### src/rtl/ds2411_id_sequencer_if.sv
// Bit-level 1-Wire PHY handshake between the DS2411 ID sequencer (master) and the PHY (slave).
interface ds2411_id_sequencer_if;
    logic       phy_req;
    logic [1:0] phy_op;
    logic       phy_wbit;
    logic       phy_done;
    logic       phy_rbit;

    modport master (
        output phy_req,
        output phy_op,
        output phy_wbit,
        input  phy_done,
        input  phy_rbit
    );

    modport slave (
        input  phy_req,
        input  phy_op,
        input  phy_wbit,
        output phy_done,
        output phy_rbit
    );
endinterface

### src/rtl/ds2411_id_sequencer.sv
// DS2411 serial-number readout: reset/presence, READ ROM (0x33), 64-bit ROM read,
// CRC-8 and family-code check, with retries on presence or CRC faults.
module ds2411_id_sequencer #(
    parameter logic [7:0]  FAMILY    = 8'h01,
    parameter bit          FAM_CHECK = 1'b1,
    parameter int unsigned MAX_RETRY = 3,
    parameter int unsigned RETRY_GAP = 1000
) (
    input  logic                         clk,
    input  logic                         reset_n,
    input  logic                         go,
    output logic                         busy,
    output logic                         done,
    output logic                         error,
    output logic [1:0]                   err_code,
    output logic [63:0]                  result,
    ds2411_id_sequencer_if.master        phy
);

    localparam int unsigned BIT_W   = 6;
    localparam int unsigned RETRY_W = 4;
    localparam int unsigned GAP_W   = 16;
    localparam int unsigned ROM_W   = 64;

    localparam logic [2:0] S_IDLE  = 3'd0;
    localparam logic [2:0] S_RST   = 3'd1;
    localparam logic [2:0] S_CMD   = 3'd2;
    localparam logic [2:0] S_READ  = 3'd3;
    localparam logic [2:0] S_CHECK = 3'd4;
    localparam logic [2:0] S_FAIL  = 3'd5;
    localparam logic [2:0] S_GAP   = 3'd6;

    localparam logic [1:0] OP_RESET = 2'd0;
    localparam logic [1:0] OP_WRITE = 2'd1;
    localparam logic [1:0] OP_READ  = 2'd2;

    localparam logic [1:0] EC_NONE     = 2'd0;
    localparam logic [1:0] EC_PRESENCE = 2'd1;
    localparam logic [1:0] EC_CRC      = 2'd2;
    localparam logic [1:0] EC_FAMILY   = 2'd3;

    localparam logic [7:0] CMD_READ_ROM = 8'h33;
    localparam logic [7:0] CRC_POLY     = 8'h8C;

    logic [2:0]         state_q,    state_d;
    logic               busy_q,     busy_d;
    logic               done_q,     done_d;
    logic               error_q,    error_d;
    logic [1:0]         err_code_q, err_code_d;
    logic [1:0]         code_q,     code_d;
    logic [ROM_W-1:0]   result_q,   result_d;
    logic [ROM_W-1:0]   shift_q,    shift_d;
    logic [7:0]         crc_q,      crc_d;
    logic [BIT_W-1:0]   bit_q,      bit_d;
    logic [RETRY_W-1:0] retry_q,    retry_d;
    logic [GAP_W-1:0]   gap_q,      gap_d;
    logic               req_q,      req_d;
    logic [1:0]         op_q,       op_d;
    logic               wbit_q,     wbit_d;

    logic               fire_c;
    logic               fb_c;

    // A transaction completes only while our request is up; stray phy_done is ignored.
    assign fire_c = req_q & phy.phy_done;
    assign fb_c   = crc_q[0] ^ phy.phy_rbit;

    always_ff @(posedge clk or negedge reset_n) begin
        if (!reset_n) begin
            state_q    <= S_IDLE;
            busy_q     <= 1'b0;
            done_q     <= 1'b0;
            error_q    <= 1'b0;
            err_code_q <= EC_NONE;
            code_q     <= EC_NONE;
            result_q   <= '0;
            shift_q    <= '0;
            crc_q      <= '0;
            bit_q      <= '0;
            retry_q    <= '0;
            gap_q      <= '0;
            req_q      <= 1'b0;
            op_q       <= OP_RESET;
            wbit_q     <= 1'b0;
        end else begin
            state_q    <= state_d;
            busy_q     <= busy_d;
            done_q     <= done_d;
            error_q    <= error_d;
            err_code_q <= err_code_d;
            code_q     <= code_d;
            result_q   <= result_d;
            shift_q    <= shift_d;
            crc_q      <= crc_d;
            bit_q      <= bit_d;
            retry_q    <= retry_d;
            gap_q      <= gap_d;
            req_q      <= req_d;
            op_q       <= op_d;
            wbit_q     <= wbit_d;
        end
    end

    always_comb begin
        state_d    = state_q;
        busy_d     = busy_q;
        done_d     = 1'b0;
        error_d    = 1'b0;
        err_code_d = err_code_q;
        code_d     = code_q;
        result_d   = result_q;
        shift_d    = shift_q;
        crc_d      = crc_q;
        bit_d      = bit_q;
        retry_d    = retry_q;
        gap_d      = gap_q;
        req_d      = req_q;
        op_d       = op_q;
        wbit_d     = wbit_q;

        case (state_q)
            S_IDLE: begin
                // busy still high here means this is the done/error cycle
                if (busy_q) begin
                    busy_d = 1'b0;
                end else if (go) begin
                    busy_d     = 1'b1;
                    err_code_d = EC_NONE;
                    retry_d    = '0;
                    bit_d      = '0;
                    crc_d      = '0;
                    req_d      = 1'b1;
                    op_d       = OP_RESET;
                    state_d    = S_RST;
                end
            end
            S_RST: begin
                if (fire_c) begin
                    req_d = 1'b0;
                    bit_d = '0;
                    if (phy.phy_rbit) begin
                        state_d = S_CMD;
                    end else begin
                        code_d  = EC_PRESENCE;
                        state_d = S_FAIL;
                    end
                end
            end
            S_CMD: begin
                if (fire_c) begin
                    req_d = 1'b0;
                    if (bit_q == BIT_W'(7)) begin
                        bit_d   = '0;
                        state_d = S_READ;
                    end else begin
                        bit_d = bit_q + BIT_W'(1);
                    end
                end else if (!req_q) begin
                    req_d  = 1'b1;
                    op_d   = OP_WRITE;
                    wbit_d = CMD_READ_ROM[bit_q[2:0]];
                end
            end
            S_READ: begin
                if (fire_c) begin
                    req_d   = 1'b0;
                    shift_d = {phy.phy_rbit, shift_q[ROM_W-1:1]};
                    crc_d   = {1'b0, crc_q[7:1]} ^ (fb_c ? CRC_POLY : 8'h00);
                    if (bit_q == BIT_W'(ROM_W - 1)) begin
                        bit_d   = '0;
                        state_d = S_CHECK;
                    end else begin
                        bit_d = bit_q + BIT_W'(1);
                    end
                end else if (!req_q) begin
                    req_d = 1'b1;
                    op_d  = OP_READ;
                end
            end
            S_CHECK: begin
                if (crc_q != 8'h00) begin
                    code_d  = EC_CRC;
                    state_d = S_FAIL;
                end else if (FAM_CHECK && (shift_q[7:0] != FAMILY)) begin
                    code_d  = EC_FAMILY;
                    state_d = S_FAIL;
                end else begin
                    result_d = shift_q;
                    done_d   = 1'b1;
                    state_d  = S_IDLE;
                end
            end
            S_FAIL: begin
                // Family mismatch is a real answer from the part, so it never retries.
                if ((code_q != EC_FAMILY) && (retry_q < RETRY_W'(MAX_RETRY))) begin
                    retry_d = retry_q + RETRY_W'(1);
                    gap_d   = '0;
                    state_d = S_GAP;
                end else begin
                    err_code_d = code_q;
                    error_d    = 1'b1;
                    state_d    = S_IDLE;
                end
            end
            S_GAP: begin
                if (gap_q == GAP_W'(RETRY_GAP - 1)) begin
                    bit_d   = '0;
                    crc_d   = '0;
                    req_d   = 1'b1;
                    op_d    = OP_RESET;
                    state_d = S_RST;
                end else begin
                    gap_d = gap_q + GAP_W'(1);
                end
            end
            default: begin
                req_d   = 1'b0;
                state_d = S_IDLE;
            end
        endcase
    end

    assign busy         = busy_q;
    assign done         = done_q;
    assign error        = error_q;
    assign err_code     = err_code_q;
    assign result       = result_q;
    assign phy.phy_req  = req_q;
    assign phy.phy_op   = op_q;
    assign phy.phy_wbit = wbit_q;

endmodule

### src/flat_wrapper.sv
// flat-port wrapper written by rule: the top's interface ports become plain ports
module ds2411_id_sequencer_flat 
#(
    parameter logic [7:0]  FAMILY    = 8'h01,
    parameter bit          FAM_CHECK = 1'b1,
    parameter int unsigned MAX_RETRY = 3,
    parameter int unsigned RETRY_GAP = 1000
)
  (clk, reset_n, go, busy, done, error, err_code, result, phy_phy_req, phy_phy_op, phy_phy_wbit, phy_phy_done, phy_phy_rbit);
  ds2411_id_sequencer_if phy_i ();
  input  logic clk;
  input  logic reset_n;
  input  logic go;
  output logic busy;
  output logic done;
  output logic error;
  output logic [1:0] err_code;
  output logic [63:0] result;
  output wire logic [$bits(phy_i.phy_req)-1:0] phy_phy_req;
  output wire logic [$bits(phy_i.phy_op)-1:0] phy_phy_op;
  output wire logic [$bits(phy_i.phy_wbit)-1:0] phy_phy_wbit;
  input wire logic [$bits(phy_i.phy_done)-1:0] phy_phy_done;
  input wire logic [$bits(phy_i.phy_rbit)-1:0] phy_phy_rbit;
  assign phy_phy_req = phy_i.phy_req;
  assign phy_phy_op = phy_i.phy_op;
  assign phy_phy_wbit = phy_i.phy_wbit;
  assign phy_i.phy_done = phy_phy_done;
  assign phy_i.phy_rbit = phy_phy_rbit;
  ds2411_id_sequencer #(.FAMILY(FAMILY), .FAM_CHECK(FAM_CHECK), .MAX_RETRY(MAX_RETRY), .RETRY_GAP(RETRY_GAP)) u_core (.clk(clk), .reset_n(reset_n), .go(go), .busy(busy), .done(done), .error(error), .err_code(err_code), .result(result), .phy(phy_i));
endmodule
### config.mk
export PLATFORM = sky130hd
export DESIGN_NAME = ds2411_id_sequencer_flat
export DESIGN_NICKNAME = d
export VERILOG_FILES = /design/src/rtl/ds2411_id_sequencer_if.sv /design/src/rtl/ds2411_id_sequencer.sv /design/src/flat_wrapper.sv
export SDC_FILE = /design/constraint.sdc
export NUM_CORES = 1
export LEC_CHECK = 0
export BUFFER_PORTS_ARGS = -buffer_cell sky130_fd_sc_hd__clkbuf_2
export CAP_MARGIN = 15
export CORE_ASPECT_RATIO = 1.2
export CORE_MARGIN = 3
export CORE_UTILIZATION = 50
export CTS_BUF_LIST = sky130_fd_sc_hd__clkbuf_4 sky130_fd_sc_hd__clkbuf_8
export CTS_CLUSTER_DIAMETER = 80
export DETAILED_ROUTE_END_ITERATION = 8
export PLACE_DENSITY = 0.7
export SLEW_MARGIN = 5
export SYNTH_ARGS = -nofsm -noshare
export SYNTH_HDL_FRONTEND = slang
export SYNTH_SLANG_ARGS = --single-unit
### constraint.sdc
create_clock -name clk -period 2.43 [get_ports clk]
set_input_delay 0 -clock clk [delete_from_list [all_inputs] [get_ports clk]]
set_output_delay 0 -clock clk [all_outputs]
set_load 0.005 [all_outputs]
==> reports/metrics.yaml <==
outcome: "finished, final reports clean"
hold_viol: 0
gp_congestion: 0.8262
leakage_uw: 0.004220
cts-root-buf: "clkbuf_8"
max-cap-violations: 0
slowest_stage: "nor4_1"
layout_common_cells: "dfrtp_1 (176), mux2_2 (126), clkbuf_2 (76), nand2_1 (23), clkbuf_8 (18)"
clkSlewWorstSetupHoldPaths_ps: 90
synth_top_area_share_pct: 60.57
p_int_uw: 3948
portBuffers: 77
slowest_delay_ps: 450
track_usage_pct: 17.48
die_h_um: 138.1
cp.depth: 5
final_common_cell: "dfrtp_1"
syn-num-nets: 553
dpl_worst_slack_ps: 315.5
synth_seq_cells: 176
avgSynthCellArea_sq_um: 13.34
switchingPower_uw: 1092
yosys.cell_types.count: 49
yosysSeqAreaShare_pct: 60.57
p_sw_share_pct: 21.67
firstDrtPassIters: 4
die_area_sq_um: 16030
grt_max_degree: 76
core_area_sq_um: 14000
slew_headroom_pct: 58.42
cp_num_buf_inv: 1
synth_warnings: 0
first_global_vias: 4695
cp_max_fo: 64
reg2reg_from: "u_core.crc_q[1]"
antenna_cells: 0
tns_ps: 0
critPathLaunch: "u_core.crc_q[1]"
netlist_instances: 545
async_reset_ff_share_pct: 100.0
htree_levels: 4
path_class: "reg -> reg"
io_pins: 78
crit_arrival_ps: 2470
total_power_uw: 5040
fin_ws_ps: 297.5
fin_crit_sh_pct: 87.76
synth-edff-count: 0
finClkSkew_ps: 11.79
share_seq_of_total_power_pct: 58.1
worst_slew_pin_slew_ps: 623.8
utilization_pct: 59.47
tritoncts: "done"
ant_nets: 0
maxSlewViolCount: 0
start_util_pct: 51.95
end_kind: "flip-flop"
nNetsFinal: 637
worstSetupEndpoint: "u_core.result[43]"
avgRoutedWirePerCell_um: 16.01
ir_drop_uv: 456.2
cp.required_ps: 2770
num_vias: 4538
rsz0062_at_grt: "false"
drt-initial-drc-count: 227
cp_cell_sequence: "nor4_1 -> nand4_1 -> nor3_4 -> buf_12 -> mux2_2"
rr_endpoint: "u_core.result[43]"
synthToLayoutAreaGrowth_pct: 14.47
max_freq_mhz: 468.9
clock_latency_ps: 450
critPathTopFamily: "simple AND/OR/NAND/NOR gates"
rows: 47
dpl.hpwl_um: 8595
antenna_found_initial: 0
start_kind: "flip-flop"
cellPowerDensity_nw_per_um2: 605.5
setup_viol: 0
grt_pass1_wl_um: 22570
yosys.area.top_type: "dfrtp_1"
drc: 0
p_clk_share_pct: 40.3
die_w_um: 116.1
holdCritPathClass: "in -> reg"
synth_area_leaders: "dfrtp_1 (61%), mux2_2 (20%), nand2_1 (1.2%)"
hold_slack_ps: 64.47
pwr-share-comb_pct: 1.6
routed_wl_um: 13010
clock-sinks: 176
synth.cell_area_sq_um: 7271
min_period_ps: 2133
r2r_cells: 5
cts_buffer_depth: 2
grt-ovfl-total: 0
synthFlopType: "dfrtp_1"
numCtsBuffers: 17
drive_above_1_share_pct: 40.03
via_per_inst: 5.582
fillers: 1135
r2r_slack_ps: 300
-- how the worst min path moves through the flow --
stage / from / end / slack (ps) / cells after the start
after floorplan: reset_n / u_core.bit_q[0] / -300 / 0
after global placement: reset_n / u_core.phy.phy_op[1] / 20 / 1
after detailed placement: reset_n / u_core.phy.phy_wbit / 40 / 1
after CTS: phy_phy_done / u_core.bit_q[0] / 30 / 4
after global routing: phy_phy_done / u_core.bit_q[0] / 80 / 4
final: phy_phy_done / u_core.bit_q[0] / 60 / 4
-- cells by family after synthesis --
family / after synthesis / synth area share (%)
flip-flops: 176 / 60.57
AO/OA/AOI/OAI: 68 / 6.092
multiplexers: 132 / 20.38
XOR/XNOR: 6 / 0.7229
AND/OR/NAND/NOR: 122 / 9.344
buffers and inverters: 38 / 2.375
adder cells (fa/ha/maj): 3 / 0.5163
-- sequential cells by signal, indices dropped and copies added, names as in the netlist --
signal and count:
u_core.crc_q 8, u_core.shift_q 64, u_core.phy.phy_req 1, u_core.error 1, u_core.code_q 2, u_core.state_q 3
u_core.retry_q 4, u_core.done 1, u_core.phy.phy_wbit 1, u_core.bit_q 6, u_core.phy.phy_op 2, u_core.result 64
u_core.gap_q 16, u_core.busy 1, u_core.err_code 2
-- timing repair --
item / in CTS / in global routing
hold endpoints to repair: 66 / 0
setup buffers: 0 / 0
hold buffers: 3 / 0
resized for setup: 0 / 0
-- area by class of cell --
class / instances / area (sq um) / share of cell area, %
clock buffers: 22 / 277.8 / 3.337
repair buffers: 93 / 556.8 / 6.690
clock inverters: 10 / 126.4 / 1.518
flip-flops and latches: 176 / 4404 / 52.92
inverters: 10 / 37.54 / 0.4510
multi-input cells: 331 / 2706 / 32.52
well taps: 171 / 214.0 / 2.571
-- per-stage QoR --
stage                     cell area, sq um  instances
final                                 8323        813
after global routing                  8323        813
after CTS                             8323        813
after detailed placement              7889        778
after global placement                7889        778
after floorplan                       7271        545
-- worst reg2reg max path: stages (launching register included) --
cell     delay [ps]
dfrtp_1         400
nor4_1          450
nand4_1         210
nor3_4          200
buf_12          320
mux2_2          440
-- power groups by stage --
| stage | registers (uW) | clock network (uW) | logic, uW |
|---|---|---|---|
| after floorplan | 2990 | 0 | 7.70 |
| after global routing | 2930 | 2220 | 94.1 |
| after detailed placement | 2990 | 0 | 81.2 |
| after CTS | 2930 | 2100 | 85.5 |
| final | 2930 | 2030 | 79.7 |
| after global placement | 2990 | 0 | 78.8 |
-- synthesized netlist by cell type (all sizes together) (4+ instances only) --
cell    count
nand3      13
mux2      128
nor2       10
nor4        7
nand2      23
o21ai      17
mux2i       4
clkbuf     14
o211ai      4
inv        10
buf        14
nor2b      10
a21oi      16
a31oi       4
nand4      10
nor3       10
a21o        4
o31ai       4
nand2b      5
or2         4
dfrtp     176
and2        6
or3         7
and3        9
-- routing by layer --
metal / vias up / wire [um] / track usage, %
li1: 2142 / - / -
met1: 2284 / 5677 / 22.32
met2: 89 / 6435 / 27.95
met3: 23 / 593 / 5.201
met4: 0 / 308 / 6.903
met5: - / 0 / 0
Note: power is estimated with default switching activity, not from simulation.
